--- src/rtl/seq_shift_add_multiplier.sv ---
// seq_shift_add_multiplier: sequential radix-2 shift-add multiplier.
// Retires one multiplier bit per clock (latency WIDTH+1 start->done), with a
// start/busy/done handshake, a held registered product and an exposed FSM state.
// Optional build macro SEQ_MUL_SIGNED_EN adds the `sgn` input for two's-complement
// operands (magnitudes multiplied, sign applied on the DONE-entry edge).
module seq_shift_add_multiplier #(
   parameter int unsigned WIDTH = 4
) (
   input  logic                 clk,
   input  logic                 rst,
   input  logic                 start,
   input  logic [WIDTH-1:0]     a,
   input  logic [WIDTH-1:0]     b,
`ifdef SEQ_MUL_SIGNED_EN
   input  logic                 sgn,
`endif
   output logic [2*WIDTH-1:0]   y,
   output logic                 busy,
   output logic                 done,
   output logic [3:0]           state
);

   localparam int unsigned CW = $clog2(WIDTH);
   localparam logic [CW-1:0] LAST = CW'(WIDTH - 1);

   typedef enum logic [1:0] {
      IDLE = 2'd0,
      CALC = 2'd1,
      DONE = 2'd2
   } state_t;

   state_t               state_q;
   state_t               state_d;
   logic [2*WIDTH-1:0]   mcand_q;
   logic [WIDTH-1:0]     mplr_q;
   logic [2*WIDTH-1:0]   acc_q;
   logic [CW-1:0]        cnt_q;
   logic [2*WIDTH-1:0]   acc_sum;
   logic [2*WIDTH-1:0]   result;
   logic [WIDTH-1:0]     a_mag;
   logic [WIDTH-1:0]     b_mag;
`ifdef SEQ_MUL_SIGNED_EN
   logic                 neg_in;
   logic                 neg_q;
`endif

   // Operand conditioning at capture: magnitudes for signed mode, pass-through otherwise
   always_comb begin
`ifdef SEQ_MUL_SIGNED_EN
      a_mag  = (sgn && a[WIDTH-1]) ? -a : a;
      b_mag  = (sgn && b[WIDTH-1]) ? -b : b;
      neg_in = sgn && (a[WIDTH-1] ^ b[WIDTH-1]);
`else
      a_mag  = a;
      b_mag  = b;
`endif
   end

   // One shift-add step and the final (optionally negated) product
   always_comb begin
      acc_sum = acc_q + (mplr_q[0] ? mcand_q : '0);
`ifdef SEQ_MUL_SIGNED_EN
      result  = neg_q ? -acc_sum : acc_sum;
`else
      result  = acc_sum;
`endif
   end

   // FSM state register
   always_ff @(posedge clk) begin
      if (rst) state_q <= IDLE;
      else     state_q <= state_d;
   end

   // FSM next-state: IDLE -> CALC on start, CALC -> DONE after WIDTH steps, DONE -> IDLE
   always_comb begin
      state_d = state_q;
      case (state_q)
         IDLE:    if (start) state_d = CALC;
         CALC:    if (cnt_q == LAST) state_d = DONE;
         DONE:    state_d = IDLE;
         default: state_d = IDLE;
      endcase
   end

   // Datapath: operand capture, iteration, and product register
   always_ff @(posedge clk) begin
      if (rst) begin
         mcand_q <= '0;
         mplr_q  <= '0;
         acc_q   <= '0;
         cnt_q   <= '0;
         y       <= '0;
`ifdef SEQ_MUL_SIGNED_EN
         neg_q   <= 1'b0;
`endif
      end else begin
         case (state_q)
            IDLE: begin
               if (start) begin
                  mcand_q <= {{WIDTH{1'b0}}, a_mag};
                  mplr_q  <= b_mag;
                  acc_q   <= '0;
                  cnt_q   <= '0;
`ifdef SEQ_MUL_SIGNED_EN
                  neg_q   <= neg_in;
`endif
               end
            end
            CALC: begin
               acc_q   <= acc_sum;
               mcand_q <= mcand_q << 1;
               mplr_q  <= mplr_q >> 1;
               cnt_q   <= cnt_q + CW'(1);
               if (cnt_q == LAST) y <= result;
            end
            default: ;
         endcase
      end
   end

   // Status outputs decoded from the state register
   always_comb begin
      busy  = (state_q == CALC);
      done  = (state_q == DONE);
      state = {2'b00, state_q};
   end

endmodule

--- config.mk ---
export PLATFORM = sky130hd
export DESIGN_NAME = seq_shift_add_multiplier
export DESIGN_NICKNAME = d
export VERILOG_FILES = /design/src/rtl/seq_shift_add_multiplier.sv
export SDC_FILE = /design/constraint.sdc
export NUM_CORES = 1
export LEC_CHECK = 0
export BUFFER_PORTS_ARGS = -buffer_cell sky130_fd_sc_hd__clkbuf_2
export CORE_MARGIN = 3
export CORE_UTILIZATION = 39
export DETAILED_ROUTE_END_ITERATION = 16
export SKIP_LAST_GASP = 1
export SYNTH_ARGS = -nofsm -noshare
export SYNTH_HDL_FRONTEND = slang
export SYNTH_SLANG_ARGS = --single-unit
--- constraint.sdc ---
create_clock -name clk -period 1.75 [get_ports clk]
set_input_delay 0.175 -clock clk [delete_from_list [all_inputs] [get_ports clk]]
set_output_delay 0.175 -clock clk [all_outputs]
set_load 0.01 [all_outputs]
Word-level counts from Yosys, hierarchy flattened --
Cells that the tools add are included.
Storage, ports and cells: register bits after elaboration 32, bits of input ports 11, output and inout bits 14, logic and storage cells 30
Cells by class: add/sub/neg operators 2, equal/unequal tests 5, muxes and demuxes 12, reductions and logical operators 5
Operator list (count):
- $pmux W8 S2 | 2
- $mux W8 | 3
- $add A8 B8 Y8 | 1
- $pmux W2 S2 | 2
- $pmux W4 S2 | 1
- $mux W2 | 3
- $reduce_and A2 Y1 | 3
- $eq A2 B2 Y1 const B | 2
- $mux W4 | 1
- $add A2 B1 Y2 const B | 1
- $eq A2 B1 Y1 const B | 1
- $logic_not A2 Y1 | 1
- $ne A2 B1 Y1 const B | 1
- $ne A2 B2 Y1 const B | 1
- $reduce_bool A2 Y1 | 1

Longest topological paths before layout --
word-level depth 3, depth in mapped cells 8, gate-level depth less buffers 8

Worst setup path after synthesis --
Ideal clock, no wire load.
path type register to register, start point register mplr_q[0], end point register acc_q[6], library setup time 0.126 ns, data arrival time 1.725 ns, data required time 1.624 ns, setup slack -0.101 ns, stages on the path, launching flop included 9, path buffers 0, period minus slack after synthesis 1.851 ns, path through dfxtp_1 -> and2_1 -> ha_1 -> inv_1 -> fa_1 -> nor2b_1 -> o31ai_1 -> a211oi_1 -> o21ai_0
On the way: word-level cells in the longest chain between the ends 3
RTL lines:
- start: declaration | RTL line 35 | logic [WIDTH-1:0] mplr_q;
- start signal: assignment | RTL line 102 | mplr_q <= b_mag;
- start signal: assignment | RTL line 113 | mplr_q <= mplr_q >> 1;
- $mux W8 | RTL line 61 | acc_sum = acc_q + (mplr_q[0] ? mcand_q : '0);
- $add A8 B8 Y8 | RTL line 61
- $pmux W8 S2 | RTL line 98 | case (state_q)
- end signal: assignment | RTL line 111 | acc_q <= acc_sum;
- end: declaration | RTL line 36 | logic [2*WIDTH-1:0] acc_q;
No other way between the ends. A chain may end at the register's enable or synchronous reset.

Worst setup path in the final report --
start point register mplr_q[0], end point register y[6]
On the way: word-level cells in the longest chain between the ends 2
RTL lines:
- $mux W8 | RTL line 61
- $add A8 B8 Y8 | RTL line 61
- end signal: assignment | RTL line 115 | if (cnt_q == LAST) y <= result;
- end: declaration | RTL line 17 | output logic [2*WIDTH-1:0] y,
No other way between the ends.

==> summary.txt <==
Fin Clk Skew = 0.00924 ns
Tmin final = 1.77 ns
final net count = 271
sequential fraction of the synthesis area = 38.1%
Peak VDD IR = 0.464 mV
Top FF cell, synth = dfxtp_1
Leak = 0.935 nW
Warnings, synthesis = 0
cell family with most CP delay = compound AO/OA/AOI/OAI gates
Final Hold Viols = 0
Power Total = 1.66 mW
CP peak stage delay = 0.37 ns
status = finished with violations
FFs w/ async S/R, synth = 0%
DR DRC count = 0
clock buffer depth = 2
crit path capture type = flip-flop
Skew-Pair Late Insertion Delay = 0.29 ns
die height = 71.6 µm
most common cell after layout, fill and taps aside = dfxtp_1
Final ANT Viol Nets = 0
Critical Path Stages = 7
Synth Cell Area = 1680 µm²
most frequent cells in the layout = 31 x dfxtp_1, 29 x nor2_1, 27 x buf_4
RSZ-0062 raised after global routing = yes
clock-pin slew on the worst setup and hold paths = 0.07 ns
die area = 5130 µm²
H-tree levels = 2
Critical Path Start Type = flip-flop
Post-Synthesis Cells = 205
Avg Cell Area, Syn = 8.20 µm²
failing checks = negative setup slack
largest net degree at the start of global routing = 22
vias in the first global route = 1450
worst path cell trace = buf_6 -> and2_4 -> ha_4 -> nor2b_4 -> a221o_1 -> a211oi_2 -> o31ai_1
Via density = 5.20
critical path class = flip-flop to flip-flop
worst r2r path cells = 7
drt total wl = 4090 µm
GPL Wtd Cong = 0.801
Initial Utilization = 41.1%
core area = 4090 µm²
Die Span X = 71.6 µm
Final Cycle Share = 101%
Post-DP HPWL = 2800 µm
clock buffer count from CTS = 5
Root Driver = clkbuf_8
PD cells = 721 nW/µm²
CTS tree = done
critical path peak fanout = 6
Max-Cap Viols = 0
drt pass-1 iters = 4
Total GRT Usage = 16.8%
CP bufs+invs = 1
IO Pins = 25
Diodes inserted = 0
setup ws final = -0.0159 ns
EDFF count, synth = 0
# hold bufs at CTS = 0
Yosys reg bits = 32
final setup vio count = 3
filler cell count = 389
Wirelength per Cell = 13.6 µm
Sink Count = 32
worst path required time = 1.93 ns
antenna violations before repair = 0
Synth cell types = 40
Remaining Overflow, GRT = 0
Row Count = 23
area grow syn2layout = 37.2%
hold depth = 3
proportion of layout cells with a drive suffix above 1 = 35.3%
PortBufs = 22
first-pass GRT wire length = 6790 µm
Worst path slowest cell = dfxtp_4
Iter 0 DRT Violations = 51
WP data arrival = 1.94 ns
Finished Core Util = 56.4%
HP Class = primary input to flip-flop
Fmax = 566 MHz
Max Transition Viols Final = 0
Via Count = 1570
## cell type report
class / count / area [µm²] / area share [%]
Sequential cell: 32 / 644 / 28.0
Clock inverter: 3 / 42.5 / 1.85
Multi-Input combinational cell: 155 / 1120 / 48.6
Tap cell: 50 / 62.6 / 2.71
Inverter: 6 / 22.5 / 0.977
Clock buffer: 5 / 68.8 / 2.99
Timing Repair Buffer: 51 / 344 / 14.9
## flip-flops by register name, indices dropped and copies added, names as in the netlist
signal   count
cnt_q        2
y            8
state_q      2
mplr_q       4
mcand_q      8
acc_q        8
## cell usage after synthesis, types with 2 or more instances
cell / count / area (µm²)
dfxtp_1: 32 / 641
nor2_1: 29 / 109
nand2_1: 20 / 75.1
a21oi_1: 14 / 70.1
ha_1: 8 / 100
nor2b_1: 8 / 50.1
a22oi_1: 7 / 52.6
and2_1: 6 / 37.5
inv_1: 6 / 22.5
nand3b_1: 6 / 45.0
nor3_1: 6 / 30.0
a311oi_1: 5 / 43.8
buf_2: 5 / 25.0
clkbuf_1: 5 / 18.8
o21ai_0: 5 / 25.0
nand3_1: 4 / 20.0
a211oi_1: 3 / 22.5
nand2b_1: 3 / 18.8
o211ai_1: 3 / 22.5
or3_1: 3 / 18.8
or4_1: 3 / 22.5
a2bb2oi_1: 2 / 17.5
buf_4: 2 / 15.0
o21a_1: 2 / 15.0
o31ai_1: 2 / 15.0
or2_2: 2 / 12.5
## final timing paths
check | from | end | slack, ns
hold reg to reg | y[2]$_SDFFE_PP0P_ | y[2]$_SDFFE_PP0P_ | 0.45
setup / recovery | mplr_q[0]$_SDFFE_PP0P_ | y[6]$_SDFFE_PP0P_ | -0.02
hold / removal | b[1] | mplr_q[1]$_SDFFE_PP0P_ | 0.14
setup reg to reg | mplr_q[0]$_SDFFE_PP0P_ | y[6]$_SDFFE_PP0P_ | -0.02
## layer usage
metal	global-route usage, %	vias up	wire [µm]
met5	0	-	0
met4	5.01	0	23
met3	5.61	2	194
met2	25.2	34	1920
met1	22.8	724	1960
li1	-	810	-
## metrics by stage
| stage | setup WS (ns) | hold WS (ns) | area (µm²) | instances | TNS [ns] |
|---|---|---|---|---|---|
| CTS | -0.0499 | 0.128 | 2210 | 298 | -0.157 |
| global placement | -0.112 | 0.433 | 1990 | 288 | -0.303 |
| global route | -0.0911 | 0.129 | 2300 | 302 | -0.432 |
| detailed placement | -0.188 | 0.435 | 1990 | 288 | -0.536 |
| floorplan | 0.00992 | 0.330 | 1700 | 206 | 0 |
| finish | -0.0159 | 0.136 | 2300 | 302 | -0.0358 |
## power breakdown
group          internal [mW]  total (mW)  switching (mW)
registers              0.750       0.766          0.0162
logic                 0.0921       0.192          0.0996
clock network          0.421       0.703           0.282
## worst min-delay path, cell delays in order
cell	delay, ns
clkbuf_2	0.08
nand2_1	0.05
a311oi_1	0.08
## what timing repair did
item                       4_1_cts  5_1_grt
setup endpoints to repair        6       11
hold endpoints to repair         0        0
pin swaps                        7       13
resized for setup               22       14
buffers inserted                 2        4
## kinds of logic after synthesis
| family | share of synthesized area (%) |
|---|---|
| AOI/OAI and AO/OA | 20.7 |
| xor gates and xnor gates | 1.04 |
| adders and majority gates | 7.15 |
| buffers and inverters | 5.06 |
| DFF | 38.1 |
| muxes | 0.596 |
| other | 0.223 |
| and+or+nand+nor | 27.1 |
Power figures use the tool's default switching activity.
